$ cat src/rtl/pcie_phy_pkg.sv
// Shared PCIe PHY definitions for the Gen1/Gen2 8b/10b-domain datapath.
// Holds the SKP ordered-set symbols, the PIPE byte width and the SKP
// insert/remove state type, which the TX inserter and RX remover both use.
package pcie_phy_pkg;

  localparam logic [7:0] COM_SYM        = 8'hBC;
  localparam logic [7:0] SKP_SYM        = 8'h1C;
  localparam int         PIPE_MAX_BYTES = 4;

  typedef enum logic [0:0] {
    PASS,
    INSERT
  } skp_state_e;

  // Symbol at position idx of a SKP ordered set: COM first, then three SKP.
  function automatic logic [7:0] skp_os_sym(input logic [1:0] idx);
    return (idx == 2'd0) ? COM_SYM : SKP_SYM;
  endfunction

endpackage

$ cat src/rtl/skp_interval_counter.sv
// Symbol-time counter that schedules SKP ordered sets.
// Ports:
//   clk_i, rst_i   clock, synchronous active-high reset
//   clear_i        zero the counter and drop all pending sets
//   advance_i      add step_i symbol times this cycle
//   step_i         symbol times elapsed per cycle (1, 2 or 4)
//   dec_i          one pending set has been sent
//   sym_cnt_o      current symbol count (remainder after each interval)
//   pending_o      scheduled but unsent sets, saturating at MAX_PENDING
module skp_interval_counter #(
  parameter int unsigned SKP_INTERVAL = 1180,
  parameter int unsigned MAX_PENDING  = 3,
  parameter int unsigned CNT_W        = 12,
  localparam int unsigned PEND_W      = $clog2(MAX_PENDING + 1)
) (
  input  logic              clk_i,
  input  logic              rst_i,
  input  logic              clear_i,
  input  logic              advance_i,
  input  logic [2:0]        step_i,
  input  logic              dec_i,
  output logic [CNT_W-1:0]  sym_cnt_o,
  output logic [PEND_W-1:0] pending_o
);

  logic [CNT_W-1:0]  r_sym_cnt;
  logic [PEND_W-1:0] r_pending;
  logic [CNT_W-1:0]  w_sum;
  logic              w_wrap;

  assign w_sum  = r_sym_cnt + CNT_W'(step_i);
  assign w_wrap = (w_sum >= CNT_W'(SKP_INTERVAL));

  always_ff @(posedge clk_i) begin
    if (rst_i || clear_i) begin
      r_sym_cnt <= '0;
      r_pending <= '0;
    end else if (advance_i) begin
      if (w_wrap) begin
        // Keep the remainder so the long-run SKP rate is exact.
        r_sym_cnt <= w_sum - CNT_W'(SKP_INTERVAL);
        if (r_pending != PEND_W'(MAX_PENDING)) begin
          r_pending <= r_pending + PEND_W'(1);
        end
      end else begin
        r_sym_cnt <= w_sum;
      end
    end else if (dec_i && (r_pending != '0)) begin
      r_pending <= r_pending - PEND_W'(1);
    end
  end

  assign sym_cnt_o = r_sym_cnt;
  assign pending_o = r_pending;

endmodule

$ cat src/rtl/gen1_skp_inserter.sv
// Gen1/Gen2 TX SKP ordered-set inserter, sitting just upstream of the scrambler.
// Forwards the 8b/10b-domain symbol stream and, at packet boundaries, inserts
// COM,SKP,SKP,SKP ordered sets on the schedule kept by skp_interval_counter.
// Ports:
//   clk_i, rst_i     clock, synchronous active-high reset
//   pipe_width_i     active bits (8, 16 or 32); bytes 0..w-1 carry symbols
//   skp_en_i         SKP scheduling enable (low during training sets)
//   data_in_i        symbols, byte 0 first on the wire
//   data_k_in_i      per-byte K flags
//   data_valid_i     upstream beat valid
//   in_pkt_i         next beat continues a packet; no insertion allowed
//   data_ready_o     beat taken when valid and ready
//   data_out_o       registered symbols to the scrambler
//   data_k_out_o     registered K flags to the scrambler
//   data_valid_o     registered valid to the scrambler
module gen1_skp_inserter
  import pcie_phy_pkg::*;
#(
  parameter int unsigned SKP_INTERVAL = 1180,
  parameter int unsigned MAX_PENDING  = 3,
  parameter int unsigned CNT_W        = 12
) (
  input  logic        clk_i,
  input  logic        rst_i,
  input  logic [5:0]  pipe_width_i,
  input  logic        skp_en_i,
  input  logic [31:0] data_in_i,
  input  logic [3:0]  data_k_in_i,
  input  logic        data_valid_i,
  input  logic        in_pkt_i,
  output logic        data_ready_o,
  output logic [31:0] data_out_o,
  output logic [3:0]  data_k_out_o,
  output logic        data_valid_o
);

  localparam int unsigned PEND_W = $clog2(MAX_PENDING + 1);

  skp_state_e        r_state;
  logic [1:0]        r_set_idx;
  logic [2:0]        r_width;
  logic [31:0]       r_data_out;
  logic [3:0]        r_k_out;
  logic              r_valid_out;

  logic [2:0]        w_pass_bytes;
  logic [2:0]        w_bytes;
  logic [PEND_W-1:0] w_pending;
  logic [CNT_W-1:0]  w_unused_sym_cnt;
  logic              w_unused_width;
  logic              w_start;
  logic              w_emit;
  logic              w_ready;
  logic [1:0]        w_idx_next;
  logic              w_set_done;
  logic              w_stay_insert;
  logic [31:0]       w_skp_data;
  logic [3:0]        w_skp_k;
  logic [31:0]       w_pass_data;
  logic [3:0]        w_pass_k;

  assign w_pass_bytes   = pipe_width_i[5:3];
  assign w_unused_width = ^pipe_width_i[2:0];
  // Width is frozen for the whole insertion so a set never splits oddly.
  assign w_bytes        = (r_state == PASS) ? w_pass_bytes : r_width;

  // The start cycle already emits the first symbols, so it counts as an
  // insertion cycle and the symbol counter is frozen in it.
  assign w_start    = (r_state == PASS) && (w_pending != '0) && !in_pkt_i && skp_en_i;
  assign w_emit     = (r_state == INSERT) || w_start;
  assign w_ready    = (r_state == PASS) && !((w_pending != '0) && !in_pkt_i);
  assign w_idx_next = r_set_idx + w_bytes[1:0];
  assign w_set_done = w_emit && (w_idx_next == 2'd0);
  // pending_o still holds the pre-decrement value here.
  assign w_stay_insert = w_emit &&
                         (!w_set_done || (skp_en_i && (w_pending > PEND_W'(1))));

  skp_interval_counter #(
    .SKP_INTERVAL (SKP_INTERVAL),
    .MAX_PENDING  (MAX_PENDING),
    .CNT_W        (CNT_W)
  ) u_skp_interval_counter (
    .clk_i     (clk_i),
    .rst_i     (rst_i),
    .clear_i   (!skp_en_i),
    .advance_i (skp_en_i && !w_emit),
    .step_i    (w_bytes),
    .dec_i     (w_set_done),
    .sym_cnt_o (w_unused_sym_cnt),
    .pending_o (w_pending)
  );

  always_comb begin
    w_skp_data  = '0;
    w_skp_k     = '0;
    w_pass_data = '0;
    w_pass_k    = '0;
    for (int b = 0; b < PIPE_MAX_BYTES; b++) begin
      if (3'(b) < w_bytes) begin
        w_skp_data[8*b +: 8] = skp_os_sym(r_set_idx + 2'(b));
        w_skp_k[b]           = 1'b1;
      end
      if (3'(b) < w_pass_bytes) begin
        w_pass_data[8*b +: 8] = data_in_i[8*b +: 8];
        w_pass_k[b]           = data_k_in_i[b];
      end
    end
  end

  always_ff @(posedge clk_i) begin
    if (rst_i) begin
      r_state     <= PASS;
      r_set_idx   <= 2'd0;
      r_width     <= 3'd4;
      r_data_out  <= '0;
      r_k_out     <= '0;
      r_valid_out <= 1'b0;
    end else begin
      if (r_state == PASS) begin
        r_width <= w_pass_bytes;
      end
      r_state <= w_stay_insert ? INSERT : PASS;
      if (w_emit) begin
        r_set_idx   <= w_idx_next;
        r_data_out  <= w_skp_data;
        r_k_out     <= w_skp_k;
        r_valid_out <= 1'b1;
      end else if (data_valid_i && w_ready) begin
        r_data_out  <= w_pass_data;
        r_k_out     <= w_pass_k;
        r_valid_out <= 1'b1;
      end else begin
        r_valid_out <= 1'b0;
      end
    end
  end

  assign data_ready_o = w_ready;
  assign data_out_o   = r_data_out;
  assign data_k_out_o = r_k_out;
  assign data_valid_o = r_valid_out;

endmodule
$ cat config.mk
export PLATFORM = sky130hd
export DESIGN_NAME = gen1_skp_inserter
export DESIGN_NICKNAME = d
export VERILOG_FILES = /design/src/rtl/pcie_phy_pkg.sv /design/src/rtl/skp_interval_counter.sv /design/src/rtl/gen1_skp_inserter.sv
export SDC_FILE = /design/constraint.sdc
export NUM_CORES = 1
export LEC_CHECK = 0
export ABC_AREA = 1
export CAP_MARGIN = 20
export CORE_ASPECT_RATIO = 1.4
export CORE_MARGIN = 1.5
export CORE_UTILIZATION = 50
export CTS_BUF_LIST = sky130_fd_sc_hd__clkbuf_2
export DETAILED_ROUTE_END_ITERATION = 8
export PLACE_DENSITY_LB_ADDON = 0.25
export SYNTH_ARGS = -nofsm -noshare
export SYNTH_HDL_FRONTEND = slang
export SYNTH_SLANG_ARGS = --single-unit
$ cat constraint.sdc
create_clock -name clk_i -period 3.96 [get_ports clk_i]
set_clock_uncertainty 0.15 [all_clocks]
set_input_delay 0.792 -clock clk_i [delete_from_list [all_inputs] [get_ports clk_i]]
set_output_delay 0.792 -clock clk_i [all_outputs]
set_load 0.005 [all_outputs]
==> results of run 1 <==
[registers in the layout, indices dropped and copies added, names as in the netlist]
name / count
data_k_out_o: 4
r_width: 3
u_skp_interval_counter.pending_o: 2
data_valid_o: 1
u_skp_interval_counter.sym_cnt_o: 12
data_out_o: 32
r_set_idx: 2
r_state: 1
[report_power, final]
group	switching (uW)	internal [uW]
clock network	243	144
registers	25.5	623
logic	175	180
[through the flow]
stage / total power [uW] / utilization (%) / worst slack, ps / std cells
2_1_floorplan: 834 / - / 783 / 424
4_1_cts: 1390 / 69.2 / 567 / 589
3_3_place_gp: 1000 / 67.2 / 155 / 573
5_1_grt: 1470 / 69.7 / 216 / 590
3_5_place_dp: 1010 / 67.2 / 50.5 / 573
6_report: 1390 / 69.7 / 519 / 590
[synthesized netlist by cell type (all sizes together), types with 5 or more instances]
cell    count  area, um^2
ha          8         100
nand3b      6        45.0
a21oi      53         273
xor2        5        51.3
nor2       27         114
o211ai      9        82.6
nand2      92         375
clkbuf     11        41.3
dfxtp      57        1140
inv        49         184
a31oi       8        50.1
o21ai      44         224
nand3      33         180
[worst max-delay path by stage]
stage,endpoint,slack [ps],cells past startpoint
detailed placement,u_skp_interval_counter.sym_cnt_o[2],50,18
floorplan,u_skp_interval_counter.sym_cnt_o[8],780,21
global route,u_skp_interval_counter.sym_cnt_o[2],220,22
CTS,u_skp_interval_counter.sym_cnt_o[2],570,18
finish,u_skp_interval_counter.sym_cnt_o[2],520,18
global placement,u_skp_interval_counter.sym_cnt_o[9],150,21
[final cells by class]
class	instances	area, um^2
flip-flops and latches	57	1140
multi-input cells	301	1620
inverters	53	199
clock inverters	7	70.1
clock buffers	9	45.0
repair buffers	93	921
well taps	70	87.6
fillers	489	1780
[cells in the final DEF (no fill, tap or decap), drive strengths merged, types with 2 or more instances in the layout]
cell type and n:
a31oi 8, nor2 27, clkdlybuf4s50 81, inv 50, a21oi 53, nor3 2
nand3 33, nand4 4, buf 12, clkbuf 9, nand3b 6, xor2 5
nand2 92, o21ai 44, ha 8, or2 2, clkinvlp 3, dfxtp 57
clkinv 6, xnor2 4, o211ai 9
[worst reg2reg max path, stage by stage (launching register included)]
cell	delay, ps
dfxtp_1	510
inv_2	60
or2_2	260
o21ai_0	120
inv_1	120
ha_1	230
inv_1	80
fa_1	190
inv_1	60
nand2_1	70
nand2_1	70
inv_1	60
ha_1	180
nand3_1	130
nand3_2	120
nand2_2	80
nand2_2	90
nand2_4	70
nand2_4	170
nand2_1	90
inv_1	80
nand2_1	60
a21oi_1	120
[cells by family after synthesis]
logic type,Yosys count,synth area share (%)
AOI/OAI and AO/OA,116,21.4
xor gates and xnor gates,9,2.86
adders and majority gates,9,3.98
buffers and inverters,66,8.50
DFF,57,37.8
and+or+nand+nor,167,25.5
[metal layers]
layer / routed length [um] / GRT usage [%]
met1: 3160 / 27.7
met2: 4200 / 47.4
met3: 581 / 6.91
met4: 198 / 11.2
met5: 0 / 0
==> impl_metrics.env, run 1 <==
export IMPL_maxCapViolCount=0
export IMPL_dp_hpwl_um=6070
export IMPL_cp_max_fo=14
export IMPL_fin_nets=571
export IMPL_fp_dieW_um=68.7
export IMPL_drc=0
export IMPL_async_flop_share_pct=0
export IMPL_required_ps=4250
export IMPL_leakage_uw=0.00178
export IMPL_gp_congestion=0.841
export IMPL_die_h_um=94.9
export IMPL_final_area_um2=4080
export IMPL_ys_flop_type="dfxtp_1"
export IMPL_r2r_slack_ps=710
export IMPL_r2r_cells=22
export IMPL_startpoint="pipe_width_i[5]"
export IMPL_r2r_start="r_state"
export IMPL_ys_ff_latch=57
export IMPL_fin_crit_sh_pct=86.9
export IMPL_setup_tns_ps=0
export IMPL_hold_buffers=0
export IMPL_status="complete, no violations"
export IMPL_synth_edf_count=0
export IMPL_numPortBuffers=81
export IMPL_vias=3191
export IMPL_clk_latency_ps=510
export IMPL_routed_wl_um=8150
export IMPL_critPathCaptureType="flop"
export IMPL_placed_area_um2=3940
export IMPL_synthCells=424
export IMPL_finalHoldViolations=0
export IMPL_grt_pass1_vias=2954
export IMPL_first_pass_iters=5
export IMPL_max_stage_delay_ps=500
export IMPL_avgSynthCellArea_um2=7.12
export IMPL_cts_sink_count=57
export IMPL_drt_iter0_drc=173
export IMPL_crit_slowest_cell="clkdlybuf4s50_1"
export IMPL_setup_viol=0
export IMPL_criticalPathCategory="in -> reg"
export IMPL_hp_start="u_skp_interval_counter.sym_cnt_o[11]"
export IMPL_synthDistinctLibCells=35
export IMPL_crit_arrival_ps=3730
export IMPL_hold_depth=2
export IMPL_crit_chain="clkdlybuf4s50_1, inv_1, o21ai_0, ha_1, nand3_1, nand3_2, xor2_1, ha_1, nand3_1, nand3_2, nand2_2, nand2_2, nand2_4, nand2_4, nand2_1, inv_1, nand2_1, a21oi_1"
export IMPL_fin_crit_ps=3440
export IMPL_pin_count=85
export IMPL_die_area_um2=6520
export IMPL_reg2reg_to="u_skp_interval_counter.sym_cnt_o[2]"
export IMPL_slew_headroom_pct=52.3
export IMPL_max_freq_mhz=291
export IMPL_core_rowCount=33
export IMPL_startpoint_type="primary input"
export IMPL_cts_root_buf="clkbuf_2"
export IMPL_antenna_found_initial=0
export IMPL_numCtsBuffers=9
export IMPL_drive_gt1_share_pct=10.0
export IMPL_hold_ws_ps=348
export IMPL_syn2layout_area_growth_pct=35.3
export IMPL_powerDensity_nw_per_um2=340
export IMPL_wire_per_inst_um=13.8
export IMPL_path_clk_slew_ps=170
export IMPL_antenna_left=0
export IMPL_ctsLongestPathBuffers=2
export IMPL_fp_coreArea_um2=5860
export IMPL_slew_viol_final=0
export IMPL_cpLargestDelayFamily="simple AND/OR/NAND/NOR gates"
export IMPL_yosysSeqAreaShare_pct=37.8
export IMPL_cp_buffers_inverters=3
export IMPL_start_util_pct=51.5
export IMPL_track_usage_pct=26.3
export IMPL_overflow=0
export IMPL_hp_class="reg -> reg"
export IMPL_synth_area_um2=3020
export IMPL_rsz0062_at_grt="no"
export IMPL_cts_htree_levels=3
export IMPL_peakVddDrop_mv=0.224
export IMPL_antenna_cells=0
export IMPL_worstMarginPinSlew_ps=715
export IMPL_holdPathEnd="u_skp_interval_counter.sym_cnt_o[11]"
export IMPL_vias_per_cell=5.41
export IMPL_yosys_warnings=0
export IMPL_cts_tree="done"
export IMPL_synthesis_nets=480
export IMPL_cts_resized=0
export IMPL_post_cts_buffers=0
export IMPL_grt_max_degree=42
export IMPL_grt_pass1_wl_um=13000
(Power assumes the default switching activity.)
==> run 2: changes to the inputs <==
- CELL_PAD_IN_SITES_DETAIL_PLACEMENT: not set -> 2
- CELL_PAD_IN_SITES_GLOBAL_PLACEMENT: not set -> 2
- CORE_UTILIZATION: 50 -> 27
==> impl_metrics.env, run 2 (synthesis results as in run 1) <==
export IMPL_status="complete, no violations"
export IMPL_fp_dieW_um=92.4
export IMPL_max_freq_mhz=289
export IMPL_r2r_start="r_state"
export IMPL_layout_common_cells="nand2_1 (84), clkdlybuf4s50_1 (81), dfxtp_1 (57), a21oi_1 (51), inv_1 (46)"
export IMPL_fp_coreArea_um2=10900
export IMPL_post_place_ws_ps=-105
export IMPL_required_ps=4250
export IMPL_antenna_cells=0
export IMPL_core_rowCount=45
export IMPL_die_area_um2=11800
export IMPL_numCtsBuffers=9
export IMPL_vias_per_cell=4.93
export IMPL_cts_resized=0
export IMPL_ctsLongestPathBuffers=2
export IMPL_criticalPathCategory="in -> reg"
export IMPL_setup_tns_ps=0
export IMPL_final_area_um2=4180
export IMPL_critPathCaptureType="flop"
export IMPL_gp_congestion=0.795
export IMPL_fillers=1268
export IMPL_placed_area_um2=4080
export IMPL_post_route_util_pct=38.5
export IMPL_cts_htree_levels=3
export IMPL_hold_buffers=0
export IMPL_mostFrequentLayoutCell="nand2_1"
export IMPL_grt_max_degree=42
export IMPL_r2r_cells=22
export IMPL_drc=0
export IMPL_fin_crit_sh_pct=87.5
export IMPL_die_h_um=128
export IMPL_post_cts_buffers=0
export IMPL_routed_wl_um=10800
export IMPL_powerDensity_nw_per_um2=336
export IMPL_path_clk_slew_ps=190
export IMPL_pin_count=85
export IMPL_worstMarginPinSlew_ps=741
export IMPL_maxCapViolCount=0
export IMPL_antenna_found_initial=0
export IMPL_wire_per_inst_um=16.2
export IMPL_clk_latency_ps=510
export IMPL_drive_gt1_share_pct=10.9
export IMPL_setup_ws_ps=495
export IMPL_startpoint_type="primary input"
export IMPL_slew_viol_final=0
export IMPL_numPortBuffers=81
export IMPL_finalHoldViolations=0
export IMPL_setup_viol=0
export IMPL_largest_reg_flops=32
export IMPL_leakage_uw=0.00180
export IMPL_cts_root_buf="clkbuf_2"
export IMPL_r2r_slack_ps=600
export IMPL_grt_pass1_vias=3607
export IMPL_syn2layout_area_growth_pct=38.6
export IMPL_track_usage_pct=19.1
export IMPL_overflow=0
export IMPL_start_util_pct=27.8
export IMPL_peakVddDrop_mv=0.160
export IMPL_fin_crit_ps=3470
export IMPL_cp_max_fo=14
export IMPL_slew_headroom_pct=50.6
export IMPL_cts_tree="done"
export IMPL_hp_class="reg -> reg"
export IMPL_cts_sink_count=57
export IMPL_crit_arrival_ps=3750
export IMPL_endpoint="u_skp_interval_counter.sym_cnt_o[2]"
export IMPL_startpoint="pipe_width_i[3]"
export IMPL_fin_total_pwr_uw=1410
export IMPL_drt_iter0_drc=60
export IMPL_dp_hpwl_um=8350
export IMPL_first_pass_iters=4
export IMPL_rsz0062_at_grt="no"
export IMPL_fin_nets=576
export IMPL_reg2reg_to="u_skp_interval_counter.sym_cnt_o[2]"
export IMPL_antenna_left=0
export IMPL_vias=3283
export IMPL_grt_pass1_wl_um=17600
==> run 2: cell count changes in the layout (fill, tap and decap cells not counted), sizes merged <==
| cell | change |
|---|---|
| inv | -1 |
| clkbuf | +1 |
| clkinvlp | -1 |
| clkinv | +1 |
| buf | +5 |
==> run 2: stage by stage <==
step | std cells | hold WS, ps
after global placement | 650 | 318
after floorplan | 424 | 307
after CTS | 666 | 360
after detailed placement | 650 | 335
after global routing | 666 | 384
final | 666 | 359
==> run 2: worst max-delay path, stage by stage <==
cell,delay [ps]
clkdlybuf4s50_1,480
o21ai_0,110
inv_1,120
ha_1,210
inv_1,70
fa_1,390
inv_1,90
nand2_1,80
nand2_1,130
nand2_2,80
nor2_2,160
nand3_2,110
xor2_2,260
nand2_4,100
nand2_4,180
nand2_1,110
inv_1,100
nand2_1,50
a21oi_1,120
==> run 2: layout make-up <==
| class | instances | area (um^2) | area share [%] |
|---|---|---|---|
| multi-input combinational | 301 | 1620 | 38.7 |
| clock buffer | 10 | 50.0 | 1.20 |
| tap | 141 | 176 | 4.22 |
| clock inverter | 6 | 58.8 | 1.41 |
| timing repair buffer | 98 | 938 | 22.4 |
| inverter | 53 | 199 | 4.75 |
| sequential | 57 | 1140 | 27.3 |
==> run 2: worst min-delay path by stage <==
stage | start | depth (start not counted) | end | slack [ps]
floorplan | u_skp_interval_counter.sym_cnt_o[11] | 2 | u_skp_interval_counter.sym_cnt_o[11] | 310
global placement | u_skp_interval_counter.sym_cnt_o[11] | 2 | u_skp_interval_counter.sym_cnt_o[11] | 320
detailed placement | u_skp_interval_counter.sym_cnt_o[11] | 2 | u_skp_interval_counter.sym_cnt_o[11] | 330
CTS | u_skp_interval_counter.sym_cnt_o[11] | 2 | u_skp_interval_counter.sym_cnt_o[11] | 360
global route | u_skp_interval_counter.sym_cnt_o[11] | 2 | u_skp_interval_counter.sym_cnt_o[11] | 380
finish | u_skp_interval_counter.sym_cnt_o[11] | 2 | u_skp_interval_counter.sym_cnt_o[11] | 360
==> run 2: where the power goes <==
| part | switching, uW | leakage (uW) | total, uW | internal (uW) |
|---|---|---|---|---|
| registers | 26.9 | 0.000471 | 650 | 623 |
| clock network | 244 | 0.0000654 | 388 | 144 |
| logic | 189 | 0.00127 | 370 | 181 |
==> run 2: per-layer routing <==
metal	vias to the layer above	routed length (um)	share of wire, %	track usage, %
met1	1607	4250	39	19.6
met2	63	6010	56	37.8
met4	0	127	1.2	5.43
met5	-	0	0	0
met3	9	395	3.7	4.15
li1	1604	-	-	-
==> edit (config.mk and constraints of run 2) <==
Reset style: asynchronous (`rst_i`), changed in one clocked block. Comments in the files are not updated.
--- a/src/rtl/gen1_skp_inserter.sv
+++ b/src/rtl/gen1_skp_inserter.sv
@@ -107,7 +107,7 @@
     end
   end
 
-  always_ff @(posedge clk_i) begin
+  always_ff @(posedge clk_i or posedge rst_i) begin
     if (rst_i) begin
       r_state     <= PASS;
       r_set_idx   <= 2'd0;
Formal check against the unedited RTL: differs if rst_i is asserted again (counterexample within 4 cycles, from zero or initial values and one cycle with rst_i high); with rst_i held inactive, the same outputs for 10 cycles.
==> edit against run 2 <==
- worst hold slack gained 0.0064 ns
- largest cell class unchanged
- via count is 4.5% lower
- die area grew 3.5%
- sequential cell count unchanged
- routed wire length down 1.7%
- cell count is 2.4% lower
- final area is 4.6% higher
- worst setup slack better by 0.016 ns
- first-iteration DRC count is 15% higher
- global-route usage down 0.36 points
- synthesized area is 3.6% higher
Power is not compared: it rests on default switching activity, and its combinational part moved more than twofold at a synthesized area within 25%.
==> edit: results (changes against run 2) <==
Place
  – Placement Setup Slack: -0.00460 ns (+0.100 ns)

Cells and area
  – Non-clk bufs: 104 (+6.1%)
  – Non-clk buf share: 22.5% (+0.042 points)
  – Share of layout cells above drive strength 1: 14.7% (+3.8 points)
  – Fraction of area in registers: 31.0% (+3.7 points)
  – Fin nets: 556 (-3.5%)
  – Clock-cell share: 3.20% (+0.60 points)
  – # diodes: 1 (+1)

Logic synthesis
  – Adder-Cell Fraction of Synth Area: 3.84% (-0.14 points)
  – FFs w/ async S/R, synth: 75.4% (+75 points)
  – Count of different cell masters after synthesis: 37 (+5.7%)
  – Synth cell count leaders: 88 x nand2_1, 46 x nor2_1, 42 x dfrtp_1, 40 x inv_1, 37 x a21oi_1
  – Synth top area cells: dfrtp_1 34%, nand2_1 11%, dfxtp_1 9.0%, a21oi_1 5.9%, nor2_1 5.5%

Critical path
  – CP max stage delay: 0.50 ns (+0.02 ns)
  – Family with the most delay on the worst path: buffers and inverters

Routing
  – Met1 wire length: 4.01 mm (-5.7%)
  – Starting DRT DRC Count: 69 (+15%)
  – Vias: 3135 (-4.5%)
  – Met2 Routed Length: 5.98 mm (-0.50%)
  – WL/cell: 16.3 um (+0.74%)

Outcome
  – Status: complete, no violations

Worst hold path
  – Hold_sp: data_out_o[25]$_DFFE_PP0P_

Global routing
  – Number of antenna violations at the first check in global routing: 1 (+1)
  – Global Route Usage Sum: 18.7% (-0.36 points)
  – Largest net degree at the start of global routing: 37 (-12%)
  – Vias in the first global route: 3454 (-4.2%)
  – M3 GR Usage: 3.55% (-0.60 points)

STA
  – Worst-case headroom to the max-slew limit: 43.3% (-7.2 points)
==> edit: worst paths after layout <==
check | cells past startpoint | to | slack (ns)
max in group asynchronous | 3 | r_width[2]$_DFF_PP1_ | 2.47
min in group asynchronous | 2 | data_out_o[31]$_DFFE_PP0P_ | 0.43
worst max-delay path | 19 | u_skp_interval_counter.sym_cnt_o[11]$_SDFFE_PP0P_ | 0.51
worst min-delay path | 2 | data_out_o[25]$_DFFE_PP0P_ | 0.37
worst min register to register | 2 | data_out_o[25]$_DFFE_PP0P_ | 0.37
worst max register to register | 19 | u_skp_interval_counter.sym_cnt_o[11]$_SDFFE_PP0P_ | 0.69
==> edit: power by group through the flow <==
stage	Sequential, uW	Clock (uW)	Combinational (uW)
after floorplan	947	0	676
after global placement	940	0	1360
after detailed placement	956	0	1420
after CTS	941	472	1430
after global routing	968	503	1570
final	937	451	1400
